**src/rtl/round_sequencer.sv**
```systemverilog
// ============================================================================
// round_sequencer
//   Iterates the ASCON permutation p^N over an external combinational round
//   datapath. Holds the 320-bit state register, supplies the round index to
//   the constant-addition stage, captures the round output every cycle and
//   presents the finished result with a valid/ready handshake.
//   Revision: 1.0 - initial release
// ============================================================================
`default_nettype none

package ascon_pkg;

  // One 64-bit lane per ASCON state word; index 0 is x0.
  typedef logic [4:0][63:0] t_state_array;

  // Round constants of the 12-round schedule, index 0 first (0xf0 .. 0x4b).
  localparam logic [11:0][7:0] ROUND_CONSTANTS = {
    8'h4b, 8'h5a, 8'h69, 8'h78, 8'h87, 8'h96,
    8'ha5, 8'hb4, 8'hc3, 8'hd2, 8'he1, 8'hf0
  };

  localparam int NUM_ROUNDS = $bits(ROUND_CONSTANTS) / 8;

endpackage

module round_sequencer #(
  parameter int MAX_ROUNDS     = ascon_pkg::NUM_ROUNDS,
  parameter int DEFAULT_ROUNDS = 12
) (
  input  logic                    clock,
  input  logic                    reset_n,
  input  logic                    i_start,
  input  logic [3:0]              i_rounds,
  input  ascon_pkg::t_state_array i_state,
  output logic                    o_ready,
  output logic [3:0]              o_round,
  output ascon_pkg::t_state_array o_state,
  input  ascon_pkg::t_state_array i_round_state,
  output logic                    o_valid,
  input  logic                    i_ready,
  output logic                    o_busy
);

  // Round bookkeeping constants, sized to the 4-bit round index.
  localparam logic [4:0] MAX_ROUNDS_W5 = 5'(MAX_ROUNDS);
  localparam logic [3:0] MAX_ROUNDS_W4 = 4'(MAX_ROUNDS);
  localparam logic [3:0] DEFAULT_W4    = 4'(DEFAULT_ROUNDS);
  localparam logic [3:0] LAST_ROUND    = 4'(MAX_ROUNDS - 1);

  typedef enum logic [1:0] {
    IDLE = 2'b00,
    RUN  = 2'b01,
    DONE = 2'b10
  } state_t;

  state_t                  fsm_q;
  state_t                  fsm_d;
  logic [3:0]              round_q;
  logic [3:0]              round_d;
  ascon_pkg::t_state_array perm_q;
  ascon_pkg::t_state_array perm_d;

  logic [3:0]              rounds_eff;
  logic [3:0]              first_round;
  logic                    at_last_round;

  // Out-of-range round requests fall back to the default count, so the
  // starting index always lands inside the constant table.
  assign rounds_eff  = (i_rounds == 4'd0 || {1'b0, i_rounds} > MAX_ROUNDS_W5)
                     ? DEFAULT_W4 : i_rounds;
  assign first_round = MAX_ROUNDS_W4 - rounds_eff;

  // Treat any index at or beyond the last one as final so a corrupted
  // counter can never walk past the end of the schedule.
  assign at_last_round = (round_q >= LAST_ROUND);

  // Next-state, round index and state-register update.
  always_comb begin
    fsm_d   = fsm_q;
    round_d = round_q;
    perm_d  = perm_q;
    case (fsm_q)
      IDLE: begin
        if (i_start) begin
          fsm_d   = RUN;
          perm_d  = i_state;
          round_d = first_round;
        end
      end
      RUN: begin
        perm_d = i_round_state;
        if (at_last_round) begin
          fsm_d   = DONE;
          round_d = 4'd0;
        end else begin
          round_d = round_q + 4'd1;
        end
      end
      DONE: begin
        // Result is retained after hand-off; only the FSM moves on.
        if (i_ready) begin
          fsm_d = IDLE;
        end
      end
      default: begin
        fsm_d   = IDLE;
        round_d = 4'd0;
      end
    endcase
  end

  // Registers; reset aborts any run in flight and clears the state.
  always_ff @(posedge clock or negedge reset_n) begin
    if (!reset_n) begin
      fsm_q   <= IDLE;
      round_q <= 4'd0;
      perm_q  <= '0;
    end else begin
      fsm_q   <= fsm_d;
      round_q <= round_d;
      perm_q  <= perm_d;
    end
  end

  // Status flags decode straight from the state register, so they are
  // glitch-free and never depend on same-cycle inputs.
  assign o_ready = (fsm_q == IDLE);
  assign o_busy  = (fsm_q == RUN);
  assign o_valid = (fsm_q == DONE);
  assign o_round = round_q;
  assign o_state = perm_q;

endmodule

`default_nettype wire
```
**config.mk**
```make
export PLATFORM = sky130hd
export DESIGN_NAME = round_sequencer
export DESIGN_NICKNAME = d
export VERILOG_FILES = /design/src/rtl/round_sequencer.sv
export SDC_FILE = /design/constraint.sdc
export NUM_CORES = 1
export LEC_CHECK = 0
export ABC_AREA = 1
export CORE_AREA = 2 2 381 383
export CTS_BUF_LIST = sky130_fd_sc_hd__clkbuf_8
export CTS_CLUSTER_SIZE = 24
export DETAILED_ROUTE_END_ITERATION = 8
export DIE_AREA = 0 0 383 385
export PLACE_DENSITY = 0.4
export SKIP_LAST_GASP = 1
export SYNTH_ARGS = -nofsm -noshare
export SYNTH_HDL_FRONTEND = slang
export SYNTH_SLANG_ARGS = --single-unit
```
**constraint.sdc**
```tcl
create_clock -name clock -period 2.9 [get_ports clock]
set_clock_uncertainty 0.05 [all_clocks]
set_input_delay 0.435 -clock clock [delete_from_list [all_inputs] [get_ports clock]]
set_output_delay 0.435 -clock clock [all_outputs]
set_load 0.03 [all_outputs]
```
**Word level (Yosys, flattened, before mapping)**

Index checks and enable logic that the tools add are counted.

- Memory bits (writable): 0
- Logic and storage cells: 34
- Bits in read-only memories: 0
- Flip-flop bits (word level): 326
- Latch bits: 0
- Memories: 0

- Equality and inequality tests: 5
- Multiplexer cells: 10
- Divide/modulo/power cells: 0
- Bitwise gates (word level): 1
- Shifts and indexed selects: 0
- Add/sub/neg operators: 2
- $lt $le $gt $ge: 2
- Reductions and logical operators: 7
- Multipliers: 0

Operators with widths:

| cell | number |
|---|---|
| one-hot mux 320 bit (2 select lines) | 1 |
| 2-to-1 mux 320 bit | 1 |
| 2-to-1 mux 4 bit | 3 |
| one-hot mux 4 bit (3 select lines) | 1 |
| 2-to-1 mux 2 bit | 3 |
| one-hot mux 2 bit (3 select lines) | 1 |
| adder 4 x 1 -> 4 bit (second input constant) | 1 |
| greater-or-equal comparator 4 bit (second input constant) | 1 |
| > comparator 4 bit (second input constant) | 1 |
| zero test 4 bit | 1 |
| != test 2 x 1 -> 1 bit (second input constant) | 2 |
| AND reduction 2 bit | 2 |
| subtractor 4 bit (first input constant) | 1 |
| AND reduction 3 bit | 1 |
| == test 2 x 1 -> 1 bit (second input constant) | 1 |
| == test 2 bit (second input constant) | 1 |
| zero test 2 bit | 1 |
| != test 2 bit (second input constant) | 1 |
| nonzero test 2 bit | 1 |
| logical OR 1 bit | 1 |
| NOT 1 bit | 1 |

**Depth between registers and ports, before layout**

- Depth in word-level cells: 6
- Gate-level depth with buffers: 9
- Mapped depth without buffers: 9

**Worst setup path after synthesis**

OpenSTA, ideal clock, no wires.

- Path kind: register to output
- From: register fsm_q[1]
- To: output port o_busy
- Arrival: 1.049 ns
- Stages on the path, launching flop included: 3
- Buffers on the path: 1
- Data required time: 2.415 ns
- Path slack: 1.366 ns
- Cells stage by stage: dfrtp_1 -> nor2_4 -> clkbuf_1

- Word-level cells in the longest chain between the ends: 1

RTL lines:

| element | line | text |
|---|---|---|
| from (decl) | 56 | `state_t fsm_q;` |
| from (signal assigned) | 119 | `fsm_q <= fsm_d;` |
| == test 2 x 1 -> 1 bit | 128 | `assign o_busy = (fsm_q == RUN);` |
| to (decl) | 41 | `output logic o_busy` |

Every way passes these cells.

**Worst setup path in the final report**

- From: register fsm_q[1]
- To: output port o_ready

- Word-level cells in the longest chain between the ends: 1

RTL lines:

| element | line | text |
|---|---|---|
| zero test 2 bit | 127 | `assign o_ready = (fsm_q == IDLE);` |
| to (decl) | 35 | `output logic o_ready,` |

Every way passes these cells.

==> key figures <==
Worst setup path
  • R2R Path Start: fsm_q[0]$_DFFE_PN0P_
  • Worst Path Required: 2.41 ns
  • Reg-to-reg slack, setup: approximately 0.70 ns
  • Worst path arrival time: 2.21 ns
  • CP bufs+invs: 1
  • Crit path max fanout: 4
  • Register-to-Register Path Depth: 7
  • Slowest stage delay, CP: just under 0.8 ns
  • Crit start category: register
  • Critical path class: reg2out
  • R2r endpoint: o_state[246]$_DFFE_PN0P_
  • Worst setup EP type: output port
  • Slowest-stage cell, CP: clkdlybuf4s50_1
  • CP delay by family, top: buffers and inverters
  • Worst-path cell chain: nor2_1 -> clkdlybuf4s50_1

Timing
  • Fin. Hold Viols: 0
  • RSZ-0062 raised after global routing: false
  • Max_slew headroom: 0.3997
  • Post-route minimum period: around 2.7 ns
  • Transition time of the tightest slew-check pin: between 0.9 and 1 ns
  • Setup TNS Final: 0 ns
  • Fmax: ~0.37 GHz
  • Setup violators final: 0
  • Hold Slack: about 0.21 ns
  • Period utilization: 0.9299
  • Slew Viols, Final: 0

Global routing
  • Global route total overflow: 0
  • Vias in the first global route: between 15k and 20k
  • Total track usage: 0.1270
  • Wire length of the first global-routing pass: roughly 130,000 um
  • Antenna violations before repair: 9
  • Largest net degree at the start of global routing: about 150

Floorplanning
  • Row cnt: about 140
  • Die width: about 380 um
  • Io pins: 975
  • Initial core utilization: 0.1140
  • DIE HEIGHT: a little under 400 um
  • Die Footprint: 147,500 sq um
  • Core area: 143,100 sq um

Detailed routing
  • Wire per inst: around 21 um
  • Number of vias per cell: about 3.5
  • Vias: roughly 17k
  • DRT iter0 DRCs: about 610
  • DRC Markers: 0
  • Drt pass-1 iters: 4
  • Post-detailed-route count of antenna-violating nets: 0
  • Routed WL: 97,360 um

Synth
  • Synth Area in XOR/XNOR: 0
  • Most common cell in the netlist: inv_1
  • Mapped Area: between 15,000 and 20,000 sq um
  • Top cells by count, synth: 331 x inv_1, 326 x dfrtp_1, 320 x o211ai_1
  • Number of synthesized register bits: 326
  • Post-Syn Instances: between 1.5k and 2k
  • Synth warn: 0
  • Post-synth EDFFs: 0
  • Post-synthesis adder-cell area fraction: 0.001534
  • Net Count, Synth: roughly 2.5k
  • Main synth FF type: dfrtp_1
  • Compound-Gate Fraction of Synth Area: 0.2489
  • Largest cells by area after synthesis: dfrtp_1 50%, o211ai_1 15%, o21ai_1 8.0%, inv_1 7.6%, or2_1 5.8%
  • Synth area leader: dfrtp_1
  • Syn Area/Cell: around 9.0 sq um
  • Mux share of post-synthesis cell area: 0
  • Async S/R FF share, synth: 1.000
  • Simple-gate share of the synthesized area: 0.1317
  • Share of the synthesized area in the top cell type: 0.5000
  • Library cells used by synthesis: 22
  • Seq/Total Area, Yosys: 0.5000
  • Largest family of logic cells by synthesized area: compound AO/OA/AOI/OAI gates

Placement
  • Post-DP HPWL: ~77,000 um
  • Port buffer count: slightly below 1k
  • GP Congestion: 0.8126

Power
  • Power share of the sequential group: 0.241
  • Combinational power share: 0.601
  • Clock power share: 0.158
  • Sw power: approximately 17 mW
  • Internal: 18.08 mW
  • Worst vdd rail ir drop: roughly 0.8 mV
  • Pwr Density: ~1200 nW/um^2
  • Leakage: around 12 nW
  • Switching share of total power: 0.4891

CTS
  • CTS sink cnt: about 330
  • Clock Latency Late Sink: 0.72 ns
  • TritonCTS clock tree: done
  • Max H-tree Level: 3
  • Post-CTS Setup Bufs: 0
  • Clock Path Buffers: 3
  • Clk slew on worst S/H paths: 0.06 ns
  • TritonCTS buffer count: 76
  • Root buffer cell: clkbuf_8

Finish
  • Post-layout nets: roughly 3.4k
  • Area grow syn2layout: 83.89%
  • Fraction of layout cells with a size suffix above 1: 0.07961

Worst hold path
  • HP Class: in2async

Job
  • Max_cap viols: 0

Outcome
  • Status: finished, final reports clean
[cell type report]
cell class                      count  area, sq um
Sequential cell                   326         8158
Multi-Input combinational cell   1006         6236
Tap cell                         1903         2381
Fill cell                       15830       113100
Timing Repair Buffer             1041        10460
Inverter                          333         1257
Clock buffer                       93         1280
Antenna cell                        2        5.005
Clock inverter                     40        230.2
[repair_timing]
| action | CTS | global route |
|---|---|---|
| endpoints found under the hold margin | 101 | 0 |
| gates resized for setup | 2 | 0 |
| hold buffers | 1 | 0 |
| endpoints found under the setup margin | 2 | 0 |
[metal layers]
metal  up-vias  GRT usage  wire, um
li1       8015          -         -
met1      7735     0.1382     36900
met2       619     0.2177     47930
met3       146    0.04962      8524
met4        12    0.05483      3817
met5         -   0.005848       184
[registers in the layout, summed over array words and instances (netlist names)]
signal   flops
o_round      4
fsm_q        2
o_state    320
[worst max path at each step]
stage,start,endpoint,slack [ns],cells past startpoint
6_report,fsm_q[1]$_DFFE_PN0P_,o_ready,0.20,2
5_1_grt,fsm_q[1]$_DFFE_PN0P_,o_ready,0.02,2
4_1_cts,fsm_q[1]$_DFFE_PN0P_,o_ready,0.01,2
3_5_place_dp,i_start,o_state[243]$_DFFE_PN0P_,0.55,7
3_3_place_gp,i_start,o_state[275]$_DFFE_PN0P_,0.58,7
2_1_floorplan,fsm_q[1]$_DFFE_PN0P_,o_busy,1.37,2
[through the flow]
step	instance area (sq um)	total power, mW	std cells	setup WS [ns]	utilization
after floorplan	16320	19.80	1806	1.366	-
after global placement	28480	30.41	4608	0.5824	0.1990
after detailed placement	28480	30.41	4608	0.5549	0.1990
after CTS	30000	36.38	4742	0.01483	0.2096
after global routing	30000	37.85	4743	0.02183	0.2096
final	30010	35.38	4744	0.2032	0.2096
[cell families after synthesis]
family | Yosys count
AOI/OAI and AO/OA | 649
adders and majority gates | 2
buffers and inverters | 474
DFF | 326
and+or+nand+nor | 355
[cells in the final DEF, fill, tap and decap left out, drive strengths merged]
master | Yosys | final
inv | 333 | 363
or2 | 320 | 320
dlygate4sd2 | 0 | 2
clkdlybuf4s50 | 0 | 971
clkinvlp | 0 | 2
dfrtp | 326 | 326
o21ai | 326 | 326
nand3 | 3 | 3
diode | 0 | 2
o211ai | 320 | 320
a21oi | 2 | 2
ha | 2 | 2
bufinv | 0 | 2
o22ai | 1 | 1
nor2 | 6 | 6
clkbuf | 60 | 93
buf | 81 | 67
dlygate4sd3 | 0 | 1
clkinv | 0 | 6
nand2 | 24 | 24
nand4 | 2 | 2
[worst reg2reg max path, stage by stage, from the launching register on]
cell	delay, ns
dfrtp_1	0.42
inv_2	0.09
nor2_4	0.35
buf_12	0.32
buf_4	0.44
or2_1	0.24
o211ai_1	0.11
o21ai_0	0.09
[power groups by stage]
stage	Sequential, mW	Clock, mW	Combinational (mW)
after floorplan	12.8	0	6.96
after global placement	8.61	0	21.8
after detailed placement	8.60	0	21.8
after CTS	8.59	5.92	21.9
after global routing	8.85	6.08	22.9
final	8.54	5.59	21.3
(Power assumes the default switching activity.)
